$ cat src/rtl/ram_req_ctrl_pkg.sv
// ram_req_ctrl_pkg: shared FSM state encoding and default geometry for ram_req_ctrl
package ram_req_ctrl_pkg;
    localparam int DEF_DEPTH    = 4;
    localparam int DEF_ADDR_W   = 3;
    localparam int DEF_DATA_W   = 4;
    localparam int DEF_INIT_VAL = 0;
    typedef enum logic [2:0] {S_INIT, S_IDLE, S_WRITE, S_READ, S_RESP} state_t;
endpackage

$ cat src/rtl/ram_req_ctrl.sv
// ram_req_ctrl: valid/ready request front-end that owns the pins of a negedge-sampling synchronous RAM
// Ports:
//   clk, rst                          clock (posedge) and asynchronous active-high reset
//   req_valid/req_ready/req_wr/
//   req_addr/req_wdata                single-word request handshake
//   rsp_valid/rsp_ready/rsp_rdata/
//   rsp_err                           one response per request; err = address out of range
//   init_done                         post-reset sweep finished
//   ram_addr/ram_wr/ram_data_in/
//   ram_set_mem/ram_data_out          RAM control and data pins
module ram_req_ctrl
    import ram_req_ctrl_pkg::*;
#(
    parameter int DEPTH    = DEF_DEPTH,
    parameter int ADDR_W   = DEF_ADDR_W,
    parameter int DATA_W   = DEF_DATA_W,
    parameter int INIT_VAL = DEF_INIT_VAL
) (
    input  logic              clk,
    input  logic              rst,
    input  logic              req_valid,
    output logic              req_ready,
    input  logic              req_wr,
    input  logic [ADDR_W-1:0] req_addr,
    input  logic [DATA_W-1:0] req_wdata,
    output logic              rsp_valid,
    input  logic              rsp_ready,
    output logic [DATA_W-1:0] rsp_rdata,
    output logic              rsp_err,
    output logic              init_done,
    output logic [ADDR_W-1:0] ram_addr,
    output logic              ram_wr,
    output logic [DATA_W-1:0] ram_data_in,
    output logic              ram_set_mem,
    input  logic [DATA_W-1:0] ram_data_out
);
    // The sweep counter must reach DEPTH itself: that value marks the cycle that ends the sweep.
    localparam int                CNT_W    = $clog2(DEPTH + 1);
    localparam logic [CNT_W-1:0]  LAST_CNT = CNT_W'(DEPTH);
    localparam logic [ADDR_W:0]   DEPTH_A  = (ADDR_W + 1)'(DEPTH);
    localparam logic [DATA_W-1:0] INIT_D   = DATA_W'(INIT_VAL);

    state_t            r_state, w_state;
    logic [CNT_W-1:0]  r_cnt, w_cnt;
    logic              r_req_ready, w_req_ready;
    logic              r_rsp_valid, w_rsp_valid;
    logic [DATA_W-1:0] r_rsp_rdata, w_rsp_rdata;
    logic              r_rsp_err, w_rsp_err;
    logic              r_init_done, w_init_done;
    logic [ADDR_W-1:0] r_ram_addr, w_ram_addr;
    logic              r_ram_wr, w_ram_wr;
    logic [DATA_W-1:0] r_ram_data_in, w_ram_data_in;
    logic              w_accept;
    logic              w_oob;

    assign w_accept = req_valid & r_req_ready;
    assign w_oob    = {1'b0, req_addr} >= DEPTH_A;

    always_ff @(posedge clk or posedge rst) begin
        if (rst) begin
            r_state       <= S_INIT;
            r_cnt         <= '0;
            r_req_ready   <= 1'b0;
            r_rsp_valid   <= 1'b0;
            r_rsp_rdata   <= '0;
            r_rsp_err     <= 1'b0;
            r_init_done   <= 1'b0;
            r_ram_addr    <= '0;
            r_ram_wr      <= 1'b0;
            r_ram_data_in <= '0;
        end else begin
            r_state       <= w_state;
            r_cnt         <= w_cnt;
            r_req_ready   <= w_req_ready;
            r_rsp_valid   <= w_rsp_valid;
            r_rsp_rdata   <= w_rsp_rdata;
            r_rsp_err     <= w_rsp_err;
            r_init_done   <= w_init_done;
            r_ram_addr    <= w_ram_addr;
            r_ram_wr      <= w_ram_wr;
            r_ram_data_in <= w_ram_data_in;
        end
    end

    always_comb begin
        w_state       = r_state;
        w_cnt         = r_cnt;
        w_req_ready   = r_req_ready;
        w_rsp_valid   = r_rsp_valid;
        w_rsp_rdata   = r_rsp_rdata;
        w_rsp_err     = r_rsp_err;
        w_init_done   = r_init_done;
        w_ram_addr    = r_ram_addr;
        w_ram_wr      = r_ram_wr;
        w_ram_data_in = r_ram_data_in;
        unique case (r_state)
            S_INIT: begin
                if (r_cnt == LAST_CNT) begin
                    w_ram_wr    = 1'b0;
                    w_init_done = 1'b1;
                    w_req_ready = 1'b1;
                    w_state     = S_IDLE;
                end else begin
                    w_ram_wr      = 1'b1;
                    w_ram_addr    = ADDR_W'(r_cnt);
                    w_ram_data_in = INIT_D;
                    w_cnt         = r_cnt + 1'b1;
                end
            end
            S_IDLE: begin
                if (w_accept) begin
                    w_req_ready = 1'b0;
                    if (w_oob) begin
                        // rsp_valid is raised one cycle later in RESP, matching the read/write latency.
                        w_rsp_err   = 1'b1;
                        w_rsp_rdata = '0;
                        w_state     = S_RESP;
                    end else if (req_wr) begin
                        w_ram_addr    = req_addr;
                        w_ram_data_in = req_wdata;
                        w_ram_wr      = 1'b1;
                        w_state       = S_WRITE;
                    end else begin
                        w_ram_addr = req_addr;
                        w_ram_wr   = 1'b0;
                        w_state    = S_READ;
                    end
                end
            end
            S_WRITE: begin
                w_ram_wr    = 1'b0;
                w_rsp_valid = 1'b1;
                w_rsp_err   = 1'b0;
                w_rsp_rdata = '0;
                w_state     = S_RESP;
            end
            S_READ: begin
                // RAM updated data_out at the negedge inside this cycle.
                w_rsp_rdata = ram_data_out;
                w_rsp_valid = 1'b1;
                w_rsp_err   = 1'b0;
                w_state     = S_RESP;
            end
            S_RESP: begin
                if (!r_rsp_valid) begin
                    w_rsp_valid = 1'b1;
                end else if (rsp_ready) begin
                    w_rsp_valid = 1'b0;
                    w_req_ready = 1'b1;
                    w_state     = S_IDLE;
                end
            end
            default: w_state = S_INIT;
        endcase
    end

    assign req_ready   = r_req_ready;
    assign rsp_valid   = r_rsp_valid;
    assign rsp_rdata   = r_rsp_rdata;
    assign rsp_err     = r_rsp_err;
    assign init_done   = r_init_done;
    assign ram_addr    = r_ram_addr;
    assign ram_wr      = r_ram_wr;
    assign ram_data_in = r_ram_data_in;
    assign ram_set_mem = 1'b1;
endmodule
$ cat config.mk
export PLATFORM = sky130hd
export DESIGN_NAME = ram_req_ctrl
export DESIGN_NICKNAME = d
export VERILOG_FILES = /design/src/rtl/ram_req_ctrl_pkg.sv /design/src/rtl/ram_req_ctrl.sv
export SDC_FILE = /design/constraint.sdc
export NUM_CORES = 1
export LEC_CHECK = 0
export CAP_MARGIN = 5
export CORE_MARGIN = 10
export CORE_UTILIZATION = 50
export DETAILED_ROUTE_END_ITERATION = 10
export DONT_BUFFER_PORTS = 1
export GPL_TIMING_DRIVEN = 0
export HOLD_SLACK_MARGIN = 0.15
export PLACE_DENSITY = 0.68
export SKIP_CTS_REPAIR_TIMING = 1
export SYNTH_ARGS = -nofsm -noshare
export SYNTH_HDL_FRONTEND = slang
export SYNTH_SLANG_ARGS = --single-unit
$ cat constraint.sdc
create_clock -name clk -period 2.2 [get_ports clk]
set_clock_uncertainty 0.1 [all_clocks]
set_input_delay 0.66 -clock clk [delete_from_list [all_inputs] [get_ports clk]]
set_output_delay 0.66 -clock clk [all_outputs]
set_load 0.1 [all_outputs]
### Word-level counts from Yosys, hierarchy flattened

Cells that the tools add are included.

* add/subtract/negate cells: 1
* reductions and logical operators: 17
* multiplexer cells: 35
* order comparisons: 1
* bitwise gates (word level): 2
* eq/ne operators: 13

Operators with widths (number)
* 3-bit two-way mux: 8
* 4-bit two-way mux: 6
* 2-bit != test, second input constant: 8
* 1-bit two-way mux: 13
* 3-bit one-hot mux with 4 select lines: 1
* 4-bit one-hot mux with 3 select lines: 1
* 5-bit AND reduction: 2
* 3-bit AND reduction: 3
* 3-bit nonzero test: 3
* 4-bit one-hot mux with 2 select lines: 1
* 4-bit AND reduction: 2
* 3-bit by 2-bit == test with 1-bit output, second input constant: 2
* 3-bit == test, second input constant: 2
* 1-bit one-hot mux with 3 select lines: 2
* 3-bit one-hot mux with 2 select lines: 1
* 2-bit nonzero test: 3
* 1-bit one-hot mux with 2 select lines: 2
* 2-bit AND reduction: 2
* 3-bit by 1-bit adder with 3-bit output, second input constant: 1
* 3-bit by 1-bit == test with 1-bit output, second input constant: 1
* 3-bit >= comparator, second input constant: 1
* 3-bit zero test: 1
* 2-bit OR reduction: 1
* 1-bit AND: 1
* 1-bit inverter: 1

* input port bits: 16
* flip-flop bits (word level): 22

### Longest topological paths before layout

* depth in word-level cells: 4
* mapped depth: 5
* mapped depth without buffers: 5

### Worst setup path after synthesis

OpenSTA, ideal clock, no wires.

* path kind: register to register
* start point: register r_req_ready (netlist: req_ready)
* end point: register r_ram_data_in[0] (netlist: ram_data_in[0])
* arrival: 1.776 ns
* stages on the path, launching flop included: 4
* buffers on the path: 0
* period minus slack after synthesis: 1.999 ns
* setup slack: 0.201 ns
* data required time: 1.977 ns
* path through: dfrtp_1 nand4b_1 a221o_1 a22o_1

* longest elaborated chain between the ends: 3

Ends and longest elaborated chain
* start, declared: line ram_req_ctrl.sv:45 `logic r_req_ready, w_req_ready;`
* start signal, assigned: line ram_req_ctrl.sv:74 `r_req_ready <= w_req_ready;`
* 1-bit AND: line ram_req_ctrl.sv:56 `assign w_accept = req_valid & r_req_ready;`
* 2-bit != test (no source line)
* 5-bit AND reduction (no source line)
* end signal, assigned: line ram_req_ctrl.sv:81 `r_ram_data_in <= w_ram_data_in;`
* end, declared: line ram_req_ctrl.sv:52 `logic [DATA_W-1:0] r_ram_data_in, w_ram_data_in;`

No other way between the ends.
A chain may end at the register's enable or synchronous reset.

### Final worst setup path

* start point: register r_rsp_valid (netlist: rsp_valid)
* end point: output port rsp_valid

RTL lines
* start, declared: line ram_req_ctrl.sv:46 `logic r_rsp_valid, w_rsp_valid;`
* start signal, assigned: line ram_req_ctrl.sv:75 `r_rsp_valid <= w_rsp_valid;`
* end, declared: line ram_req_ctrl.sv:26 `output logic rsp_valid,`

No word-level cell between the ends.

==> qor.yml <==
global_route:
  track_usage: 0.106
  grt_max_degree: 23
  grt_pass1_vias: 743
  grt_pass1_wl_um: 3610
  grt_antenna_before_repair: 0
  grt_overflow_total: 0
routing:
  drt-total-wl_um: 2230
  maxUsedRoutingLayer: "met4"
  drt_pass1_iterations: 4
  antenna_left: 0
  dr_wl_met2_um: 997
  wl_met1_um: 960
  drcViolationCount: 0
  wl_met3_um: 257
  wl_per_cell_um: 17.7
  vias_per_cell: 5.93
  vias: 747
  drt_iter0_markers: 31
sta:
  setup-tns-final_ns: 0
  relSlewSlack: 0.363
  hold_viol: 0
  worst_pin_slew_ns: 0.955
  fmax_ghz: 0.489
  setup-violations-final: 0
  final_max_slew_viol_count: 0
  period_needed_ns: 2.04
  min_period_over_period: 0.929
  rsz0062_at_grt: "false"
clocking:
  cts_num_sinks: 22
  cts.clk_slew.worst_paths_ns: 0.11
  clk_latency_ns: 0.29
  clk_path_buf_depth: 2
  cts_tree: "done"
  cts_root_buffer: "clkbuf_4"
  htreeDepth: 1
  cts_buffers: 3
floorplanning:
  die_x_um: 65.7
  dieArea_mm2: 0.00432
  ioPinCount: 33
  fp-row-count: 16
  core-area_mm2: 0.00198
  die_height_um: 65.7
  initial_core_util: 0.528
critical_path:
  arrival_ns: 1.28
  cp-end-kind: "output pin"
  required_ns: 1.44
  crit_path_max_fanout: 4
  worst_setup_path_start_kind: "flip-flop"
  path_class: "flip-flop to output pin"
layout:
  layout.nets: 118
  synthToLayoutAreaGrowth_pct: 6.82
  drive_gt1_frac: 0.121
  n_antenna_cell: 0
placed_design:
  place_congestion: 0.779
  portBuffers: 0
  dp_hpwl_um: 1740
min_path:
  min_path_type: "input pin to asynchronous set/reset pin"
logic_synthesis:
  ys_top_cells_by_area: "dfrtp_1 (53%), a22o_1 (6.7%), inv_1 (2.5%)"
  synth_nets: 113
  yosys_warnings: 0
  yosysUniqueCellTypes: 39
  ys_seq_elements: 22
  ys.flop_type: "dfrtp_1"
  synth_top_area_frac: 0.526
  syn_avg_cell_area_um2: 11.0
  ys_seq_area_frac: 0.526
  netlist_area_mm2: 0.00105
  async_flop_share: 1.00
  yosysTopAreaCell: "dfrtp_1"
  synth_edf_count: 0
  synth_cells: 95
status:
  outcome: "finished clean"
run:
  cap_viol_max_count: 0
[placed cells by master, fill, tap and decap left out, types with 2 or more instances in the layout]
cell type and instances:
a21o_1 2, a21oi_1 4, a22o_1 8, a2bb2oi_1 2, clkbuf_4 3, dfrtp_1 21
ha_1 2, inv_1 7, nand2_1 7, nand2b_1 2, nor2_1 4, o21ai_0 4
o21ai_1 2, o22ai_1 2, xnor2_1 2
[cell usage after synthesis, types with 2 or more instances]
master	number
a2bb2oi_1	2
nand2_1	7
ha_1	2
a22o_1	8
dfrtp_1	22
a21oi_1	4
o21ai_1	2
inv_1	7
a21o_1	2
nor2_1	4
o22ai_1	2
o21ai_0	4
nand2b_1	2
xnor2_1	2
[metrics by stage]
stage                     worst slack [ns]  area (µm²)   util  hold WS [ns]  cells
after floorplan                      0.201        1050      -         0.396     95
after global placement              0.0473        1080  0.545         0.428    122
after detailed placement            0.0341        1080  0.545         0.443    122
after CTS                           0.0166        1120  0.563         0.316    126
after global routing                 0.107        1120  0.564         0.360    126
final                                0.156        1120  0.564         0.299    126
[per-layer routing]
layer | vias to the layer above | global-route usage
li1 | 358 | -
met1 | 365 | 0.133
met2 | 22 | 0.147
met3 | 2 | 0.0542
met4 | 0 | 0.0481
met5 | - | 0
[layout make-up]
type,count,area (µm²)
clock buffer,4,36.3
tap,27,33.8
fill,177,865
inverter,7,26.3
sequential,22,552
multi-input combinational,62,442
buffer,4,27.5
[path summary, 6_finish.rpt]
| path | startpoint | endpoint | slack [ns] | cells past startpoint |
|---|---|---|---|---|
| setup / recovery | rsp_valid$_DFFE_PP0P_ | rsp_valid | 0.16 | 0 |
| hold / removal | rst | rsp_rdata[1]$_DFFE_PP0P_ | 0.30 | 1 |
| setup reg to reg | req_ready$_DFFE_PP0P_ | ram_data_in[3]$_DFFE_PP0P_ | 0.39 | 3 |
| hold reg to reg | r_cnt[2]$_DFFE_PP0P_ | r_cnt[2]$_DFFE_PP0P_ | 0.46 | 1 |
| max in group asynchronous | rst | req_ready$_DFFE_PP0P_ | 1.14 | 1 |
| min in group clk | ram_data_out[1] | rsp_rdata[1]$_DFFE_PP0P_ | 0.40 | 1 |
[flip-flops by register name, indices dropped and copies added (netlist names)]
name and cells:
ram_wr 1, ram_addr 3, r_cnt 3, req_ready 1, rsp_rdata 4, ram_data_in 4
rsp_err 1, r_state 3, rsp_valid 1, init_done 1
[cells by family after synthesis]
kind of cell	count (synthesis)	synth area share
DFF	22	0.526
xor gates and xnor gates	2	0.0167
adders and majority gates	2	0.0239
buffers and inverters	11	0.0514
and+or+nand+nor	24	0.133
other	1	0.00359
AOI/OAI and AO/OA	33	0.245
Power is left out: the tool's default activity adds up to more than one toggle a clock period on the data nets, which glitch-free logic cannot reach.
